## src/rtl/step_playhead.sv

```systemverilog
// step_playhead: 8-step x 8-track pattern sequencer with a horizontally moving
// playhead. Steps advance on vertical-sync edges at a programmable tempo; the
// pattern is edited by single-bit toggles and can be wiped one row per cycle.
module step_playhead #(
    parameter int X0    = 80,
    parameter int PITCH = 64,
    parameter int Y0    = 240,
    parameter int SIZE  = 12
) (
    input  logic       Clk,
    input  logic       Reset_n,
    input  logic       frame_clk,
    input  logic       run,
    input  logic [5:0] tempo,
    input  logic       clear,
    input  logic       edit_valid,
    output logic       edit_ready,
    input  logic [2:0] edit_step,
    input  logic [2:0] edit_track,
    output logic [9:0] BallX,
    output logic [9:0] BallY,
    output logic [9:0] Ball_size,
    output logic [7:0] button,
    output logic [2:0] step_idx,
    output logic       step_tick
);

    typedef enum logic [1:0] {
        ST_STOP,
        ST_RUN,
        ST_CLEAR
    } state_t;

    state_t          state_q, state_d;
    logic [2:0]      step_q, step_d;
    logic [5:0]      frame_q, frame_d;
    logic [2:0]      clr_row_q, clr_row_d;
    logic            fc_q;
    logic [7:0][7:0] pattern_q, pattern_d;
    logic [7:0]      button_q, button_d;
    logic            tick_q, tick_d;
    logic            ready_q, ready_d;

    logic            fc_rise;
    logic [5:0]      frame_lim;
    logic            edit_fire;

    // One registered copy of frame_clk gives a single-cycle rise pulse.
    assign fc_rise   = frame_clk & ~fc_q;
    // Terminal count is max(tempo,1)-1, so tempo 0 behaves like tempo 1.
    assign frame_lim = (tempo == '0) ? '0 : tempo - 6'd1;
    assign edit_fire = edit_valid & ready_q;

    // Next-state, step timer, pattern edit/clear and registered-output values.
    always_comb begin
        state_d   = state_q;
        step_d    = step_q;
        frame_d   = frame_q;
        clr_row_d = clr_row_q;
        tick_d    = 1'b0;
        pattern_d = pattern_q;

        if (edit_fire) begin
            pattern_d[edit_step][edit_track] = ~pattern_q[edit_step][edit_track];
        end

        if (clear) begin
            // Clear wins over everything and always restarts from row 0.
            state_d   = ST_CLEAR;
            clr_row_d = '0;
        end else begin
            case (state_q)
                ST_STOP: begin
                    if (run) begin
                        state_d = ST_RUN;
                    end
                end
                ST_RUN: begin
                    if (!run) begin
                        state_d = ST_STOP;
                        step_d  = '0;
                        frame_d = '0;
                    end else if (fc_rise) begin
                        // >= so a tempo lowered mid-count advances on this edge.
                        if (frame_q >= frame_lim) begin
                            frame_d = '0;
                            step_d  = step_q + 3'd1;
                            tick_d  = 1'b1;
                        end else begin
                            frame_d = frame_q + 6'd1;
                        end
                    end
                end
                ST_CLEAR: begin
                    pattern_d[clr_row_q] = '0;
                    clr_row_d            = clr_row_q + 3'd1;
                    if (clr_row_q == 3'd7) begin
                        state_d = ST_STOP;
                        step_d  = '0;
                        frame_d = '0;
                    end
                end
                default: begin
                    state_d = ST_STOP;
                    step_d  = '0;
                    frame_d = '0;
                end
            endcase
        end

        ready_d  = (state_d != ST_CLEAR);
        button_d = pattern_q[step_q];
    end

    // State and registered outputs; reset abandons any step or clear in flight.
    always_ff @(posedge Clk or negedge Reset_n) begin
        if (!Reset_n) begin
            state_q   <= ST_STOP;
            step_q    <= '0;
            frame_q   <= '0;
            clr_row_q <= '0;
            fc_q      <= 1'b0;
            pattern_q <= '0;
            button_q  <= '0;
            tick_q    <= 1'b0;
            ready_q   <= 1'b0;
        end else begin
            state_q   <= state_d;
            step_q    <= step_d;
            frame_q   <= frame_d;
            clr_row_q <= clr_row_d;
            fc_q      <= frame_clk;
            pattern_q <= pattern_d;
            button_q  <= button_d;
            tick_q    <= tick_d;
            ready_q   <= ready_d;
        end
    end

    assign edit_ready = ready_q;
    assign button     = button_q;
    assign step_idx   = step_q;
    assign step_tick  = tick_q;
    assign BallX      = 10'(X0 + PITCH * int'(step_q));
    assign BallY      = 10'(Y0);
    assign Ball_size  = 10'(SIZE);

endmodule
```

## config.mk

```make
export PLATFORM = sky130hd
export DESIGN_NAME = step_playhead
export DESIGN_NICKNAME = d
export VERILOG_FILES = /design/src/rtl/step_playhead.sv
export SDC_FILE = /design/constraint.sdc
export NUM_CORES = 1
export LEC_CHECK = 0
export ABC_AREA = 1
export CAP_MARGIN = 40
export CORE_ASPECT_RATIO = 0.9
export CORE_MARGIN = 2
export CORE_UTILIZATION = 55
export CTS_BUF_LIST = sky130_fd_sc_hd__clkbuf_16
export CTS_CLUSTER_SIZE = 24
export DETAILED_ROUTE_END_ITERATION = 16
export HOLD_SLACK_MARGIN = 0.05
export MAX_ROUTING_LAYER = met4
export PLACE_DENSITY = 0.77
export SYNTH_ARGS = -nofsm -noshare
export SYNTH_HDL_FRONTEND = slang
export SYNTH_SLANG_ARGS = --single-unit
```

## constraint.sdc

```tcl
create_clock -name Clk -period 4.6 [get_ports Clk]
set_input_delay 0.46 -clock Clk [delete_from_list [all_inputs] [get_ports Clk]]
set_output_delay 0.46 -clock Clk [all_outputs]
set_load 0.05 [all_outputs]
```

==> flow_summary_export.csv <==
group,metric,value,unit
power,p_clk_share,24.5,%
sta,fin_ws,1660,ps
power,comb_power_share,40.9,%
global_routing,antenna_found_initial,0,
worst_setup_path,cp_max_fo,34,
global_routing,grt_pass1_wl,26.7,mm
sta,skew,10.0,ps
clock_network,cts_max_path_buffers,2,
job,maxCapViolCount,0,
hold_path,holdCritPathClass,"primary input to asynchronous set/reset pin",
placed_design,io_buffers,34,
cells_and_area,antennaDiodeCount,0,
yosys,ys_ff_latch,89,
worst_setup_path,cp-end-kind,"flip-flop",
die,die_h,104,um
die,dieArea,0.0120,mm2
drt,vias,5896,
sta,slew_headroom,47.2,%
sta,fin_crit_sh,64.0,%
placed_design,dp_slack,1400,ps
sta,hold_viol,0,
global_routing,overflow,0,
die,die_w,115,um
sta,holdWs,66.8,ps
die,start_util,56.6,%
power,p_per_area,415,mW/mm2
yosys,synthCells,966,
global_routing,grt_max_degree,53,
cells_and_area,layout_commonest_cell,"nand2_1",
clock_network,clock_latency,350,ps
power,switching_share,42.9,%
sta,timing.fmax,0.340,GHz
drt,drcViolationCount,0,
drt,final_antenna_net_count,0,
power,seq_power_share,34.6,%
power,total_power,0.00280,W
worst_setup_path,required,4840,ps
drt,avgViaCountPerCell,5.16,
drt,wl_per_cell,14.2,um
clock_network,cts_tree,"built",
cells_and_area,nets,1015,
power,switchingPower,0.00120,W
sta,fin_tns_setup,0,ps
global_routing,grt_pass1_vias,5340,
clock_network,clkTransAtPathRegs,60,ps
clock_network,ctsRootBufferMaster,"clkbuf_16",
cells_and_area,final.fill_count,1020,
sta,rsz0062_at_grt,"false",
cells_and_area,multiInputGateArea,0.00295,mm2
clock_network,h-tree-depth,3,
cells_and_area,register_area,0.00223,mm2
worst_setup_path,crit_arrival,3180,ps
sta,drv_slew,0,
global_routing,grtUsageTotal,28.8,%
die,ios,61,
cells_and_area,layout-drive-gt1-share,2.93,%
clock_network,postCtsSetupRepairBufs,0,
placed_design,gp_congestion,0.967,
yosys,synth_warnings,0,
drt,drt-total-wl,16.3,mm
worst_setup_path,critPathLaunchType,"primary input",
drt,first_iter_violations,759,
yosys,synth_cell_type_count,28,
clock_network,numCtsBuffers,9,
die,coreArea,0.0109,mm2
run_status,status,"finished clean",
placed_design,place_hpwl,11.4,mm
sta,min_period,2940,ps
power,p_int,0.00160,W
die,rows,36,
clock_network,cts_resized,0,
worst_setup_path,critical_path_class,"primary input to flip-flop",
cells_and_area,layout_common_cells,"nand2_1, inv_1, nor2_1, nand3_1, dfrtp_1",
sta,finalSetupViolations,0,
yosys,syn_area,0.00615,mm2
yosys,avgSynthCellArea,6.36,um2
cells_and_area,area_delta_synth_final,9.79,%
sta,tightest_slew,789,ps
power,leakagePower,3.84,nW
yosys,yosysSeqAreaShare,36.2,%
power,vdd_drop_max,286,uV
clock_network,clock_sinks,89,
drt,first_pass_iters,5,
clock_network,holdBufCountCts,0,
[kinds of logic (layout without fill, tap and decap cells)]
group / after synthesis / after routing / share of synthesized area (%)
adder cells (fa/ha/maj): 11 / 11 / 2.24
other: 2 / 26 / 0.122
AND/OR/NAND/NOR: 499 / 499 / 33.5
XOR/XNOR: 4 / 4 / 0.570
buffers and inverters: 240 / 240 / 17.2
flip-flops: 89 / 89 / 36.2
AO/OA/AOI/OAI: 121 / 121 / 10.1
[power by group through the flow]
stage	sequential (W)	combinational, W	clock, W
after floorplan	0.00112	0.000657	0
after global placement	0.000981	0.00112	0
after detailed placement	0.000978	0.00113	0
after CTS	0.000966	0.00113	0.000696
after global routing	0.000981	0.00124	0.000726
final	0.000968	0.00114	0.000686
[cell type report]
type | count | share of cell area (%)
clock buffer | 9 | 3.34
clock inverter | 6 | 0.649
inverter | 184 | 10.3
multi-input combinational | 661 | 43.7
sequential | 89 | 33.0
tap | 152 | 2.82
timing repair buffer | 41 | 6.16
[cell usage after synthesis, drive strengths merged]
library cell | number | area [um2]
o21ai | 55 | 275
a31oi | 8 | 50.1
nor4 | 1 | 6.26
or2 | 1 | 6.26
dfrtp | 89 | 2230
o22a | 1 | 8.76
buf | 45 | 322
xor2 | 1 | 8.76
o211ai | 1 | 7.51
a21oi | 56 | 280
nand4 | 5 | 31.3
nor2 | 150 | 586
ha | 11 | 138
clkinv | 2 | 12.5
nor3 | 11 | 55.1
nand3 | 102 | 510
xnor2 | 3 | 26.3
clkbuf | 11 | 41.3
inv | 182 | 683
conb | 2 | 7.51
nand2 | 228 | 856
nand3b | 1 | 7.51
[per-layer routing]
metal	vias to the layer above	track usage (%)	share of wire, %
met4	0	6.11	1.1
met1	2662	43.1	47
met3	16	5.59	9.3
li1	2951	-	-
met5	-	-	0
met2	267	40.3	42
[critical path, cell delays in order]
cell	delay, ps
clkdlybuf4s50_1	720
buf_4	390
nand2_1	90
nand3_1	100
nand2_1	60
o21ai_1	120
nand2_1	100
nor2_4	600
buf_12	280
nand3_1	110
nand2_1	100
inv_1	50
[state kept, by name, summed over array words and instances (netlist names)]
name,cells
button,8
clr_row_q,3
edit_ready,1
fc_q,1
frame_q,6
pattern_q,64
state_q,2
step_idx,3
step_tick,1
[per-stage QoR]
step	util (%)	cell area, um2	cells
2_1_floorplan	-	6240	990
3_3_place_gp	59.7	6480	1127
3_5_place_dp	59.7	6480	1127
4_1_cts	62.2	6750	1142
5_1_grt	62.2	6750	1142
6_report	62.2	6750	1142
[final timing paths]
kind | slack [ps] | cells past startpoint | startpoint | endpoint
max reg2reg | 2450 | 9 | state_q[1] | pattern_q[34]
min reg2reg | 470 | 1 | state_q[1] | state_q[0]
min in group Clk | 470 | 1 | state_q[1] | state_q[0]
max | 1660 | 12 | edit_step[0] | pattern_q[31]
max in group asynchronous | 3480 | 2 | Reset_n | pattern_q[61]
min | 70 | 1 | Reset_n | edit_ready
Note: power is estimated with default switching activity, not from simulation.
